`src/rtl/blink_period_meter.sv`:
```
// Blink period meter: synchronizes a slow square wave, pulses on its edges,
// measures the half-period in clock cycles and flags lock / loss of signal.
module blink_period_meter #(
  parameter int CNT_W      = 16,
  parameter int TOL        = 1,
  parameter int LOCK_COUNT = 3,
  parameter int TIMEOUT    = 255
) (
  input  logic             CLOCK_60Hz,
  input  logic             RESETn,
  input  logic             BLINK_IN,
  output logic             LEVEL,
  output logic             TICK,
  output logic             RISE,
  output logic [CNT_W-1:0] HALF_PERIOD,
  output logic             LOCKED,
  output logic             LOST
);

  localparam int MW = $clog2(LOCK_COUNT + 1);

  typedef enum logic [1:0] {
    S_IDLE,
    S_MEASURE,
    S_TRACK,
    S_LOCK
  } state_e;

  state_e           state_q, state_d;
  logic             s1_q, s2_q, prev_q;
  logic [CNT_W-1:0] cnt_q, cnt_d;
  logic [CNT_W-1:0] ref_q, ref_d;
  logic [CNT_W-1:0] hp_q, hp_d;
  logic [MW-1:0]    match_q, match_d;
  logic             locked_q, locked_d;
  logic             lost_q, lost_d;
  logic             tick_q, rise_q;

  logic             tog_w, rise_w, near_w, tout_w;
  logic [CNT_W:0]   diff_w, absd_w;
  logic [MW-1:0]    match_inc;

  assign tog_w  = s2_q ^ prev_q;
  assign rise_w = s2_q & ~prev_q;

  // One extra bit keeps the difference from wrapping.
  assign diff_w = {1'b0, cnt_q} - {1'b0, ref_q};
  assign absd_w = diff_w[CNT_W] ? (~diff_w + (CNT_W+1)'(1))
                                : diff_w;
  assign near_w = absd_w <= (CNT_W+1)'(TOL);

  assign match_inc = match_q + MW'(1);

  assign tout_w = !tog_w && (state_q != S_IDLE) &&
                  (cnt_q == CNT_W'(TIMEOUT));

  always_comb begin
    cnt_d = cnt_q;
    if (tog_w) begin
      cnt_d = CNT_W'(1);
    end else if (cnt_q != '1) begin
      cnt_d = cnt_q + CNT_W'(1);
    end
  end

  always_comb begin
    state_d  = state_q;
    hp_d     = hp_q;
    ref_d    = ref_q;
    match_d  = match_q;
    locked_d = locked_q;
    lost_d   = 1'b0;
    if (tog_w) begin
      unique case (state_q)
        S_IDLE: begin
          state_d = S_MEASURE;
        end
        S_MEASURE: begin
          hp_d    = cnt_q;
          ref_d   = cnt_q;
          match_d = '0;
          state_d = S_TRACK;
        end
        S_TRACK: begin
          hp_d = cnt_q;
          if (near_w) begin
            match_d = match_inc;
            if (match_inc == MW'(LOCK_COUNT)) begin
              state_d  = S_LOCK;
              locked_d = 1'b1;
            end
          end else begin
            ref_d   = cnt_q;
            match_d = '0;
          end
        end
        S_LOCK: begin
          // Reference stays frozen while locked so it cannot drift.
          hp_d = cnt_q;
          if (!near_w) begin
            locked_d = 1'b0;
            ref_d    = cnt_q;
            match_d  = '0;
            state_d  = S_TRACK;
          end
        end
        default: begin
          state_d = S_IDLE;
        end
      endcase
    end else if (tout_w) begin
      state_d  = S_IDLE;
      locked_d = 1'b0;
      hp_d     = '0;
      lost_d   = 1'b1;
    end
  end

  always_ff @(posedge CLOCK_60Hz or negedge RESETn) begin
    if (!RESETn) begin
      s1_q     <= 1'b0;
      s2_q     <= 1'b0;
      prev_q   <= 1'b0;
      cnt_q    <= '0;
      ref_q    <= '0;
      hp_q     <= '0;
      match_q  <= '0;
      locked_q <= 1'b0;
      lost_q   <= 1'b0;
      tick_q   <= 1'b0;
      rise_q   <= 1'b0;
      state_q  <= S_IDLE;
    end else begin
      s1_q     <= BLINK_IN;
      s2_q     <= s1_q;
      prev_q   <= s2_q;
      cnt_q    <= cnt_d;
      ref_q    <= ref_d;
      hp_q     <= hp_d;
      match_q  <= match_d;
      locked_q <= locked_d;
      lost_q   <= lost_d;
      tick_q   <= tog_w;
      rise_q   <= rise_w;
      state_q  <= state_d;
    end
  end

  assign LEVEL       = prev_q;
  assign TICK        = tick_q;
  assign RISE        = rise_q;
  assign HALF_PERIOD = hp_q;
  assign LOCKED      = locked_q;
  assign LOST        = lost_q;

endmodule

```
`config.mk`:
```
export PLATFORM = sky130hd
export DESIGN_NAME = blink_period_meter
export DESIGN_NICKNAME = d
export VERILOG_FILES = /design/src/rtl/blink_period_meter.sv
export SDC_FILE = /design/constraint.sdc
export NUM_CORES = 1
export LEC_CHECK = 0
export CORE_MARGIN = 4
export CORE_UTILIZATION = 46
export DETAILED_ROUTE_END_ITERATION = 10
export SYNTH_ARGS = -nofsm -noshare
export SYNTH_HDL_FRONTEND = slang
export SYNTH_SLANG_ARGS = --single-unit
```
`constraint.sdc`:
```
create_clock -name CLOCK_60Hz -period 5.2 [get_ports CLOCK_60Hz]
set_input_delay 1.04 -clock CLOCK_60Hz [delete_from_list [all_inputs] [get_ports CLOCK_60Hz]]
set_output_delay 1.04 -clock CLOCK_60Hz [all_outputs]
set_load 0.05 [all_outputs]
```
* After elaboration in Yosys (flattened, before gate mapping)
Index checks and enable logic that the tools add are counted.
W data, S select, Z words.
** Storage, ports and cells
- Register bits :: 59
- Latch bits :: 0
- Memory bits (writable) :: 0
- Bits in read-only memories :: 0
- Input bits :: 3
- Output and inout bits :: 21
- Logic and storage cells :: 75
- Memories kept :: 0
** Operators by class
- $add $sub $neg :: 4
- Multiply operators :: 0
- Divide/modulo/power cells :: 0
- Magnitude comparators :: 1
- Eq/ne operators :: 13
- Shifts and indexed selects :: 0
- Mux-type cells :: 25
- Bitwise gates (word level) :: 4
- Reduce and logical (&&, ||, !) cells :: 16
** Operators with widths (number)
- $mux W16 :: 6
- $pmux W16 S2 :: 1
- $add A17 B1 Y17 const B :: 1
- $le A17 B1 Y1 const B :: 1
- $mux W17 :: 1
- $not A17 Y17 :: 1
- $sub A16 B16 Y17 :: 1
- $add A16 B1 Y16 const B :: 1
- $eq A16 B8 Y1 const B :: 1
- $ne A16 B16 Y1 const B :: 1
- $mux W2 :: 7
- $ne A3 B3 Y1 const B :: 3
- $pmux W2 S4 :: 1
- $reduce_bool A2 Y1 :: 4
- $mux W1 :: 7
- $eq A2 B2 Y1 const B :: 3
- $ne A2 B2 Y1 const B :: 3
- $pmux W2 S3 :: 1
- $reduce_and A3 Y1 :: 2
- $reduce_and A5 Y1 :: 1
- $reduce_and A4 Y1 :: 1
- $ne A3 B1 Y1 const B :: 1
- $reduce_bool A3 Y1 :: 1
- $reduce_or A3 Y1 :: 1
- other kinds (11) :: 12

* Logic depth before layout (Yosys ltp)
- Word-level depth :: 8
- Mapped depth :: 15

* Least setup slack after synthesis
No wires, ideal clock.
- Path type :: register to register
- Start point :: register cnt_q[0]
- End point :: register ref_q[0]
- Data arrival time :: 3.500 ns
- Required time :: 5.075 ns
- Setup slack :: 1.575 ns
- Stages on the path, launching flop included :: 15
- Path buffers :: 2
- Clock period less this slack :: 3.625 ns
- Cell sequence :: dfrtp_1 inv_1 ha_1 fa_1 nand2b_1 o22a_1 or4_4 buf_6 nand3_1 nor2_1 or3_1 o2111a_1 a21oi_4 buf_6 mux2_4
** On the way
- Word-level cells in the longest chain between the ends :: 7
- Elaborated cells between the ends (all ways) :: 9
- Classes of those cells :: 2 x add/sub; 1 x order compare; 1 x eq/ne; 3 x mux; 1 x bitwise; 1 x reduce/logical
** RTL lines
- start: declaration :: line 31 : logic [CNT_W-1:0] cnt_q, cnt_d;
- start signal: assignment :: line 137 : cnt_q <= cnt_d;
- $sub A16 B16 Y17 :: line 47 : assign diff_w = {1'b0, cnt_q} - {1'b0, ref_q};
- $not A17 Y17 :: line 48 : assign absd_w = diff_w[CNT_W] ? (~diff_w + (CNT_W+1)'(1))
- $add A17 B1 Y17 :: line 48
- $mux W17 :: line 48
- $le A17 B1 Y1 :: line 50 : assign near_w = absd_w <= (CNT_W+1)'(TOL);
- $ne A2 B2 Y1 (no line)
- $reduce_and A3 Y1 (no line)
- end signal: assignment :: line 138 : ref_q <= ref_d;
- end: declaration :: line 32 : logic [CNT_W-1:0] ref_q, ref_d;
Several ways; a longest one is shown, not always the timed one. The select of a mux whose other input is x is not followed.
A chain may end at the register's enable or synchronous reset.

* Worst setup path in the final report
- Start point :: register cnt_q[0]
- End point :: register ref_q[3]
** On the way
- Word-level cells in the longest chain between the ends :: 7
** RTL lines (line)
- $sub A16 B16 Y17 * :: 47
- $not A17 Y17 :: 48
- $add A17 B1 Y17 :: 48
- $mux W17 * :: 48
- $le A17 B1 Y1 * :: 50
- $ne A2 B2 Y1 (no line) *
- $reduce_and A3 Y1 (no line) *
Mark *: on every way between the ends. The rest lies on a longest branch, timed or not.

==> flow_metrics.tcl <==
set metrics [dict create \
    outcome "finished clean" \
    dp.cells 578 \
    reg2reg_to "ref_q[3]$_DFFE_PN0P_" \
    worstSetupPathType "reg -> reg" \
    cts_buffer_depth 2 \
    syn_area_sq_mm 0.00408 \
    required_ps 5420 \
    clk_latency_ps 330 \
    numCtsBuffers 9 \
    ys_top_cells_by_area "dfrtp_1 (36%), ha_1 (6.1%), nand2_1 (5.9%), o21ai_0 (3.7%), a21oi_1 (3.4%)" \
    post-route-drc-count 0 \
    clock_sinks 59 \
    hpwl_mm 7.14 \
    wl_mm 9.53 \
    ant_nets 0 \
    r2r_cells 12 \
    yosys-top-cells-count "nand2_1 (64), dfrtp_1 (59), nor2_1 (31)" \
    grt_max_degree 60 \
    syn_nets 488 \
    startpoint_type "register" \
    cts_resized 0 \
    worst_pin_slew_ps 884 \
    viasPerCell 5.76 \
    hold_buffers 0 \
    max_freq_ghz 0.233 \
    rsz0062_at_grt "false" \
    grt_overflow 0 \
    htree_levels 3 \
    yosys_most_used_dff "dfrtp_1" \
    slew_headroom 0.408 \
    final_cells 594 \
    vias 3423 \
    cts_tree "built" \
    grt_pass1_vias 3359 \
    diodes 0 \
    syn_to_final_growth_pct 12.7 \
    worstHoldStart "s1_q$_DFF_PN0_" \
    fp.dieW_um 102 \
    dieArea_sq_mm 0.0104 \
    fp-row-count 34 \
    hold_viol 0 \
    netlist.area_leader.share 0.362 \
    start_util 0.470 \
    startpoint "cnt_q[0]$_DFFE_PN0P_" \
    postCtsSetupRepairBufs 0 \
    hp-class "reg -> reg" \
    peakVddDrop_v 0.000231 \
    yosys.cell_types.count 70 \
    wl_per_cell_um 16.0 \
    powerDensity_mw_per_mm2 472 \
    layout-drive-gt1-share 0.105 \
    synthArstFlopShare 1.00 \
    synth_cells 464 \
    max_cap_violations 0 \
    yosysSeqAreaShare 0.362 \
    worstHoldPathCells 0 \
    yosysTopAreaCell "dfrtp_1" \
    yosysWarnings 0 \
    port_buffers 23 \
    synth-edff-count 0 \
    yosys_register_bits 59 \
    fp.dieH_um 102 \
    core-area_sq_mm 0.00868 \
    arrival_ps 4500 \
    first_pass_iters 4 \
    antenna_found_initial 0 \
    setup_viol 0 \
    min_to "s2_q$_DFF_PN0_" \
    fin_crit_sh 0.825 \
    grt_pass1_wl_mm 16.5 \
    period_minus_slack_ps 4290 \
    fin_skew_ps 7.22 \
    syn_area_per_cell_sq_um 8.79 \
    finalSetupTns_ps 0 \
    clockRootBuffer "clkbuf_8" \
    nNetsFinal 505 \
    worstPathMaxFanout 16 \
    clkTransAtPathRegs_ps 70 \
    slew_violations 0 \
    drtIter0Drc 169 \
    timing.rr.start "cnt_q[0]$_DFFE_PN0P_" \
    grt_usage 0.199 \
    place_congestion 0.843 \
    synth.most_common_cell "nand2_1" \
    ioPinCount 24 \
    p_leak_nw 2.04 \
    r2r_slack_ps 910 \
    endpoint_kind "register" \
]
cell families after synthesis:
logic type	count (synthesis)	share of synthesized area
and+or+nand+nor	181	0.228
AOI/OAI and AO/OA	119	0.200
DFF	59	0.362
buffers and inverters	48	0.0488
adders and majority gates	21	0.0663
xor gates and xnor gates	18	0.0387
muxes	18	0.0559
metrics by stage:
stage | power [mW] | cell area, sq um | hold WS [ps] | util | setup slack (ps)
final | 2.17 | 4590 | 355 | 0.529 | 912
after global placement | 1.69 | 4370 | 334 | 0.503 | 995
after global routing | 2.31 | 4590 | 358 | 0.529 | 732
after floorplan | 1.43 | 4080 | 331 | - | 1580
after CTS | 2.16 | 4590 | 355 | 0.529 | 940
after detailed placement | 1.69 | 4370 | 340 | 0.503 | 951
how the worst max path moves through the flow:
stage / endpoint / slack [ps]
after detailed placement: ref_q[3]$_DFFE_PN0P_ / 950
after floorplan: ref_q[0]$_DFFE_PN0P_ / 1580
after CTS: ref_q[3]$_DFFE_PN0P_ / 940
final: ref_q[3]$_DFFE_PN0P_ / 910
after global placement: ref_q[2]$_DFFE_PN0P_ / 990
after global routing: ref_q[7]$_DFFE_PN0P_ / 730
routing by layer:
| layer | vias up | part of all wire | GRT usage |
|---|---|---|---|
| met5 | - | 0 | 0 |
| met4 | 0 | 0.021 | 0.0737 |
| met3 | 16 | 0.027 | 0.0232 |
| met2 | 65 | 0.44 | 0.302 |
| met1 | 1637 | 0.51 | 0.293 |
| li1 | 1705 | - | - |
power breakdown:
part,leakage (nW),internal [mW],switching [mW]
clock,0.113,0.295,0.172
combinational,1.13,0.437,0.731
sequential,0.795,0.493,0.0382
sequential cells by signal, summed over array words and instances, names as in the netlist:
| signal | flops |
|---|---|
| LEVEL | 1 |
| RISE | 1 |
| LOST | 1 |
| s2_q | 1 |
| TICK | 1 |
| s1_q | 1 |
| state_q | 2 |
| cnt_q | 16 |
| HALF_PERIOD | 16 |
| LOCKED | 1 |
| ref_q | 16 |
| match_q | 2 |
placed cells by master, fill, tap and decap left out, types with 3 or more instances in the layout:
cell / n
nor2b_1: 3
nor2_1: 31
buf_4: 3
nor3_1: 12
mux2_4: 8
nor4_1: 5
a211oi_1: 3
mux2_2: 6
o31ai_1: 3
a21o_1: 6
o2111ai_1: 3
o21ai_0: 29
nand4_1: 11
ha_1: 20
and2_1: 5
clkdlybuf4s50_1: 22
a31oi_1: 4
nand4b_1: 3
nand2b_1: 8
or2_2: 3
inv_1: 27
nand3b_1: 3
and3_1: 7
nand2_1: 64
dfrtp_1: 59
o211ai_1: 6
o22ai_1: 6
clkbuf_8: 11
xnor2_1: 4
a21oi_1: 28
nand3_1: 11
mux2i_1: 4
xor2_1: 14
layout make-up:
type	instances	area, sq um
Timing Repair Buffer	26	248
Inverter	28	105
Clock buffer	12	155
Fill cell	820	4090
Multi-Input combinational cell	357	2400
Sequential cell	59	1480
Tap cell	108	135
Clock inverter	4	72.6
worst max-delay path: stages (launching register included):
cell and delay (ps):
dfrtp_1 410, inv_1 90, ha_1 220, fa_1 580, ha_1 230, inv_1 80, or4_4 580, nor3_1 410
o32ai_1 180, a31o_2 240, o2111a_1 160, a21oi_4 550, mux2_2 410
Note: power is estimated with default switching activity, not from simulation.
